`config.mk`:
```
export PLATFORM = sky130hd
export DESIGN_NAME = lsu
export DESIGN_NICKNAME = d
export VERILOG_FILES = /design/src/rtl/lsu.sv
export SDC_FILE = /design/constraint.sdc
export NUM_CORES = 1
export LEC_CHECK = 0
export CORE_MARGIN = 10
export CORE_UTILIZATION = 49
export DETAILED_ROUTE_END_ITERATION = 8
export PLACE_DENSITY_LB_ADDON = 0.3
export SYNTH_ARGS = -nofsm -noshare
export SYNTH_HDL_FRONTEND = slang
export SYNTH_SLANG_ARGS = --single-unit
```
`constraint.sdc`:
```
create_clock -name clk -period 3.6 [get_ports clk]
set_input_delay 1.08 -clock clk [delete_from_list [all_inputs] [get_ports clk]]
set_output_delay 1.08 -clock clk [all_outputs]
set_load 0.05 [all_outputs]
```
`src/rtl/lsu.sv`:
```
// Load/store unit: single outstanding access, IDLE/REQ/WAIT bus handshake,
// byte/half/word formatting with alignment checks and a response timeout.
module lsu #(
  parameter int unsigned TIMEOUT_CYCLES = 255
) (
  input  logic        clk,
  input  logic        rst_n,
  input  logic        req_valid_i,
  output logic        req_ready_o,
  input  logic        req_we_i,
  input  logic [31:0] req_addr_i,
  input  logic [31:0] req_wdata_i,
  input  logic [1:0]  req_size_i,
  input  logic        req_unsigned_i,
  input  logic [4:0]  req_rd_i,
  output logic        rsp_valid_o,
  output logic [4:0]  rsp_rd_o,
  output logic [31:0] rsp_data_o,
  output logic        rsp_err_o,
  output logic        mem_req_o,
  input  logic        mem_gnt_i,
  output logic        mem_we_o,
  output logic [31:0] mem_addr_o,
  output logic [3:0]  mem_be_o,
  output logic [31:0] mem_wdata_o,
  input  logic        mem_rvalid_i,
  input  logic [31:0] mem_rdata_i,
  output logic        busy_o
);

  localparam int unsigned CW = ($clog2(TIMEOUT_CYCLES + 1) > 8) ? $clog2(TIMEOUT_CYCLES + 1) : 8;

  typedef enum logic [1:0] {S_IDLE, S_REQ, S_WAIT} state_t;

  state_t      r_state, w_next;
  logic        r_we, r_unsigned;
  logic [31:0] r_addr, r_wdata;
  logic [1:0]  r_size;
  logic [4:0]  r_rd;
  logic [CW-1:0] r_cnt;
  logic        r_rsp_valid, r_rsp_err;
  logic [4:0]  r_rsp_rd;
  logic [31:0] r_rsp_data;

  logic        w_accept, w_misalign, w_timeout, w_busy;
  logic [3:0]  w_be;
  logic [31:0] w_wdata, w_shifted, w_load;

  assign w_accept  = req_valid_i && (r_state == S_IDLE);
  assign w_misalign = (req_size_i == 2'b11) ||
                      ((req_size_i == 2'b01) && req_addr_i[0]) ||
                      ((req_size_i == 2'b10) && (req_addr_i[1:0] != 2'b00));
  assign w_busy    = (r_state != S_IDLE);
  // counter reaches TIMEOUT_CYCLES on the edge where this is true
  assign w_timeout = w_busy && (r_cnt == CW'(TIMEOUT_CYCLES - 1));

  always_ff @(posedge clk or negedge rst_n) begin
    if (!rst_n) r_state <= S_IDLE;
    else        r_state <= w_next;
  end

  always_comb begin
    w_next = r_state;
    case (r_state)
      S_IDLE: if (w_accept && !w_misalign) w_next = S_REQ;
      S_REQ:  if (w_timeout) w_next = S_IDLE;
              else if (mem_gnt_i) w_next = S_WAIT;
      S_WAIT: if (mem_rvalid_i || w_timeout) w_next = S_IDLE;
      default: w_next = S_IDLE;
    endcase
  end

  always_ff @(posedge clk or negedge rst_n) begin
    if (!rst_n) begin
      r_we <= 1'b0; r_unsigned <= 1'b0; r_addr <= '0; r_wdata <= '0;
      r_size <= '0; r_rd <= '0; r_cnt <= '0;
    end else if (w_accept) begin
      r_we <= req_we_i; r_unsigned <= req_unsigned_i; r_addr <= req_addr_i;
      r_wdata <= req_wdata_i; r_size <= req_size_i; r_rd <= req_rd_i; r_cnt <= '0;
    end else if (w_busy) begin
      r_cnt <= r_cnt + 1'b1;
    end
  end

  always_comb begin
    w_shifted = mem_rdata_i >> {r_addr[1:0], 3'b000};
    case (r_size)
      2'b00:   w_load = r_unsigned ? {24'h0, w_shifted[7:0]}  : {{24{w_shifted[7]}}, w_shifted[7:0]};
      2'b01:   w_load = r_unsigned ? {16'h0, w_shifted[15:0]} : {{16{w_shifted[15]}}, w_shifted[15:0]};
      default: w_load = w_shifted;
    endcase
  end

  always_ff @(posedge clk or negedge rst_n) begin
    if (!rst_n) begin
      r_rsp_valid <= 1'b0; r_rsp_err <= 1'b0; r_rsp_rd <= '0; r_rsp_data <= '0;
    end else begin
      r_rsp_valid <= 1'b0;
      if (w_accept && w_misalign) begin
        r_rsp_valid <= 1'b1; r_rsp_err <= 1'b1; r_rsp_rd <= '0; r_rsp_data <= '0;
      end else if ((r_state == S_WAIT) && mem_rvalid_i) begin
        r_rsp_valid <= 1'b1; r_rsp_err <= 1'b0;
        r_rsp_rd    <= r_we ? 5'd0 : r_rd;
        r_rsp_data  <= r_we ? 32'd0 : w_load;
      end else if (w_timeout) begin
        r_rsp_valid <= 1'b1; r_rsp_err <= 1'b1; r_rsp_rd <= '0; r_rsp_data <= '0;
      end
    end
  end

  always_comb begin
    case (r_size)
      2'b00:   begin w_be = 4'b0001 << r_addr[1:0]; w_wdata = {4{r_wdata[7:0]}};  end
      2'b01:   begin w_be = 4'b0011 << r_addr[1:0]; w_wdata = {2{r_wdata[15:0]}}; end
      default: begin w_be = 4'b1111;                w_wdata = r_wdata;            end
    endcase
  end

  // bus fields are driven only while requesting so they read 0 from reset
  always_comb begin
    req_ready_o = (r_state == S_IDLE);
    busy_o      = w_busy;
    mem_req_o   = (r_state == S_REQ);
    mem_we_o    = mem_req_o & r_we;
    mem_addr_o  = mem_req_o ? {r_addr[31:2], 2'b00} : '0;
    mem_be_o    = mem_req_o ? w_be : '0;
    mem_wdata_o = mem_req_o ? w_wdata : '0;
    rsp_valid_o = r_rsp_valid;
    rsp_err_o   = r_rsp_err;
    rsp_rd_o    = r_rsp_rd;
    rsp_data_o  = r_rsp_data;
  end

endmodule
```
Word-level counts from Yosys, hierarchy flattened
Index checks and enable logic that the tools add are counted.
W data, S select, Z words.
{"block": "word_totals", "inputBits": 110, "regBits": 122, "word_cells": 74}
{"block": "op_classes", "n_reduce_logical": 18, "mux": 29, "shifts": 3, "add_sub_neg": 1, "bitwise_logic": 1, "n_eq_ne": 10}
{"operator": "$mux W32", "count": 8}
{"operator": "$pmux W32 S2", "count": 2}
{"operator": "$shr A32 B5 Y32", "count": 1}
{"operator": "$mux W5", "count": 4}
{"operator": "$mux W8", "count": 2}
{"operator": "$add A8 B1 Y8 const B", "count": 1}
{"operator": "$eq A8 B8 Y1 const B", "count": 1}
{"operator": "$mux W2", "count": 4}
{"operator": "$pmux W4 S2", "count": 1}
{"operator": "$logic_and A1 B1 Y1", "count": 7}
{"operator": "$eq A2 B1 Y1 const B", "count": 3}
{"operator": "$eq A2 B2 Y1 const B", "count": 3}
{"operator": "$mux W1", "count": 6}
{"operator": "$pmux W2 S3", "count": 1}
{"operator": "$reduce_bool A2 Y1", "count": 3}
{"operator": "$logic_not A2 Y1", "count": 2}
{"operator": "$mux W4", "count": 1}
{"operator": "$shl A1 B2 Y4 const A", "count": 1}
{"operator": "$shl A2 B2 Y4 const A", "count": 1}
{"operator": "$logic_or A1 B1 Y1", "count": 3}
{"operator": "$ne A3 B1 Y1 const B", "count": 1}
{"operator": "$reduce_and A3 Y1", "count": 1}
{"operator": "$reduce_bool A3 Y1", "count": 1}
{"operator": "$ne A2 B1 Y1 const B", "count": 1}
{"operator": "3 further kinds", "count": 3}

Depth between registers and ports, before layout
{"block": "depth", "word_depth": 8, "mapped_depth": 8}

Worst setup path before layout
Ideal clock, no wire load.
{"block": "synth_path", "path_type": "register to output", "from": "register r_size[0]", "to": "output mem_wdata_o[10]", "arrival_ps": 2065, "n_path_buf": 3, "path_stages_with_launch": 7, "required_time_ps": 2520, "setup_slack_ps": 455, "path_cell_list": "dfrtp_1 -> clkbuf_1 -> or2_2 -> clkbuf_1 -> clkbuf_1 -> nand2_1 -> a21oi_1"}
{"block": "synth_between", "elab_chain_len": 3, "elab_cells_between_ends": 4, "cone_classes": "eq/ne (1); mux (2); reduce/logical (1)"}
{"element": "from (decl)", "line_no": "38", "source": "logic [1:0] r_size;"}
{"element": "from (signal assigned)", "line_no": "76", "source": "r_size <= '0; r_rd <= '0; r_cnt <= '0;"}
{"element": "from (signal assigned)", "line_no": "79", "source": "r_wdata <= req_wdata_i; r_size <= req_size_i; r_rd <= req_rd_i; r_cnt <= '0;"}
{"element": "$eq A2 B1 Y1 / $logic_not A2 Y1 (equally long branches)", "line_no": "112", "source": "case (r_size)"}
{"element": "$pmux W32 S2 *", "line_no": "112"}
{"element": "$mux W32 *", "line_no": "127", "source": "mem_wdata_o = mem_req_o ? w_wdata : '0;"}
{"element": "to (decl)", "line_no": "25", "source": "output logic [31:0] mem_wdata_o,"}
Mark *: on every way between the ends. The rest lies on a longest branch, timed or not.

Worst setup path after layout
{"block": "layout_path", "from": "register r_size[0]", "to": "output mem_wdata_o[9]"}
Same word-level chain as after synthesis.

==> flow_summary_export.csv <==
group,metric,value,unit
outcome,outcome,"finished, final reports clean",
clock_tree,cts_setup_buffers,0,
clock_tree,cts_tree,"yes",
power_and_ir_drop,p_per_area,766,nW/um^2
power_and_ir_drop,p_leak,4.39,nW
sta,max_freq,304,MHz
sta,rsz0062_at_grt,"false",
final_layout,fin_nets,1000,
die,fp.dieArea,17200,sq um
worst_hold_path,min_path_type,"flip-flop to flip-flop",
routing,wl_per_cell,18.7,um
sta,final_hold_viol_count,0,
sta,maxSlewHeadroom,0.487,
synth,synth_area_leader_cell,"dfrtp_1",
power_and_ir_drop,vdd_drop_max,0.418,mV
die,core,12100,sq um
synth,synth_warnings,0,
clock_tree,clock_latency,0.41,ns
synth,synth.yosys.seq_area_share,0.505,
routing,vias,5734,
synth,ys_ff_latch,122,
clock_tree,path_clk_slew,0.06,ns
routing,detail-route-antenna-nets,0,
routing,dr.first_iter.drc_count,499,
die,rows,40,
worst_setup_path,worstSetupStartpointType,"flip-flop",
worst_setup_path,worstPathMaxFanout,17,
synth,synthDistinctLibCells,47,
die,die_w,131,um
synth,synth_enable_flop_cells,0,
final_layout,final_cells,1070,
synth,syn_inst,685,
sta,finalCritPeriodShare,0.915,
synth,syn_avg_cell_area,8.82,sq um
sta,finalClockSkew,0.00782,ns
synth,yosysMostFrequentCell,"nand2_1",
synth,synth_area,6040,sq um
clock_tree,ctsResizeCount,0,
routing,drc,0,
routing,drtPass1Iterations,5,
global_route,grt_max_degree,78,
place,port_buffers,218,
clock_tree,clock-sinks,122,
synth,synthFlopType,"dfrtp_1",
place,place_hpwl,14.6,mm
sta,finalSetupTns,0,ns
routing,routed_wl,20.0,mm
worst_setup_path,cp.arrival,2.21,ns
routing,vias_per_cell,5.36,
clock_tree,holdBufCountCts,0,
synth,async_flop_share,1.00,
synth,synth_top_cells_by_count,"253 x nand2_1, 122 x dfrtp_1, 46 x nor2_1",
place,gp_congestion,0.903,
clock_tree,htreeDepth,4,
global_route,grt_overflow,0,
worst_setup_path,crit_type,"flip-flop to output pin",
worst_setup_path,worst-endpoint-required,2.52,ns
global_route,grt_usage,0.231,
synth,synth.area.top_cells,"dfrtp_1 51%, nand2_1 16%, mux2i_1 6.6%",
die,io_pins,221,
synth,synth_top_area_frac,0.505,
sta,worst_pin_slew,0.769,ns
clock_tree,cts-root-buf,"clkbuf_16",
sta,setup_viol,0,
run,drv_cap,0,
sta,fin_crit,3.29,ns
sta,final-max-slew-violation-count,0,
global_route,antenna_found_initial,1,
final_layout,drive_gt1_frac,0.142,
die,die_y,131,um
clock_tree,clockBufferDepth,2,
global_route,grt_pass1_wl,31.1,mm
final_layout,utilization,0.749,
worst_setup_path,crit_path_end_kind,"output pin",
global_route,grt_pass1_vias,5851,
clock_tree,numCtsBuffers,17,
die,initial_core_util,0.501,
final_layout,area_growth,49.4,%
place,place_inst,1037,
## logic make-up (layout without fill, tap and decap cells)
kind of cell,Yosys count,after routing,synth area share
AOI/OAI and AO/OA,89,89,0.107
xor gates and xnor gates,2,2,0.00290
adders and majority gates,2,2,0.00414
buffers and inverters,57,272,0.0416
DFF,122,122,0.505
muxes,44,44,0.0756
other,1,3,0.000621
and+or+nand+nor,368,368,0.263
## cells in the final DEF (no fill, tap or decap), types with 3 or more instances in the layout
master,n
nand2_1,252
nand3_1,8
o2bb2ai_1,8
bufinv_16,6
mux2i_1,40
clkbuf_8,3
nor2_1,45
inv_1,9
a211o_1,8
and2_1,39
buf_4,67
o21ai_0,14
clkbuf_16,17
a22o_1,6
a32o_1,7
buf_12,14
mux2_2,3
clkdlybuf4s50_1,149
a221o_1,8
dfrtp_1,122
a21oi_1,30
nand3b_1,9
## metrics by stage
| step | total power [mW] | instance area, sq um | hold WS, ns | setup WS, ns |
|---|---|---|---|---|
| final | 6.92 | 9030 | 0.467 | 0.307 |
| after global routing | 7.25 | 9030 | 0.486 | 0.180 |
| after CTS | 6.95 | 9030 | 0.469 | 0.326 |
| after detailed placement | 4.96 | 8340 | 0.455 | 0.692 |
| after global placement | 4.88 | 8340 | 0.449 | 0.763 |
| after floorplan | 3.91 | 6050 | 0.437 | 0.455 |
## critical path, cell delays in order, from the launching register on
cell and delay [ns]:
dfrtp_1 0.79, or2_2 0.45, nand2_1 0.10, a21oi_1 0.28, buf_12 0.18
## layer usage
| layer | up-vias | GRT usage | wire [um] |
|---|---|---|---|
| met5 | - | 0 | 0 |
| met2 | 251 | 0.373 | 9690 |
| met1 | 2782 | 0.277 | 7890 |
| li1 | 2658 | - | - |
| met4 | 0 | 0.109 | 643 |
| met3 | 43 | 0.0716 | 1750 |
## power by group
group          leakage (nW)  internal, mW  switching, mW  total (mW)
combinational          2.49          1.02           1.82        2.84
clock                 0.333          1.35          0.615        1.97
sequential             1.56          1.76          0.344        2.11
## registers in the layout, indices dropped and copies added (netlist names)
register,flops
r_addr,32
r_cnt,8
r_rd,5
r_size,2
r_state,2
r_unsigned,1
r_wdata,32
r_we,1
rsp_data_o,32
rsp_err_o,1
rsp_rd_o,5
rsp_valid_o,1
## worst paths after layout
| check | startpoint | to | slack [ns] | cells past startpoint |
|---|---|---|---|---|
| setup / recovery | r_size[0]$_DFFE_PN0N_ | mem_wdata_o[9] | 0.31 | 4 |
| hold / removal | r_addr[14]$_DFFE_PN0N_ | r_addr[14]$_DFFE_PN0N_ | 0.47 | 2 |
| setup reg to reg | r_size[0]$_DFFE_PN0N_ | rsp_data_o[10]$_DFFE_PN0P_ | 1.60 | 4 |
| hold reg to reg | r_addr[14]$_DFFE_PN0N_ | r_addr[14]$_DFFE_PN0N_ | 0.47 | 2 |
| max in group asynchronous | rst_n | r_addr[23]$_DFFE_PN0N_ | 2.09 | 2 |
| min in group asynchronous | rst_n | r_wdata[28]$_DFFE_PN0N_ | 0.71 | 1 |
## layout make-up
cell class                 count  area (sq um)
inverter                      10          37.5
antenna                        1          2.50
timing repair buffer         230          2270
clock inverter                11           215
multi-input combinational    507          2770
sequential                   122          3050
tap                          168           210
fill                         887          3030
clock buffer                  21           470
No activity file was read; power rests on OpenSTA's default activity.
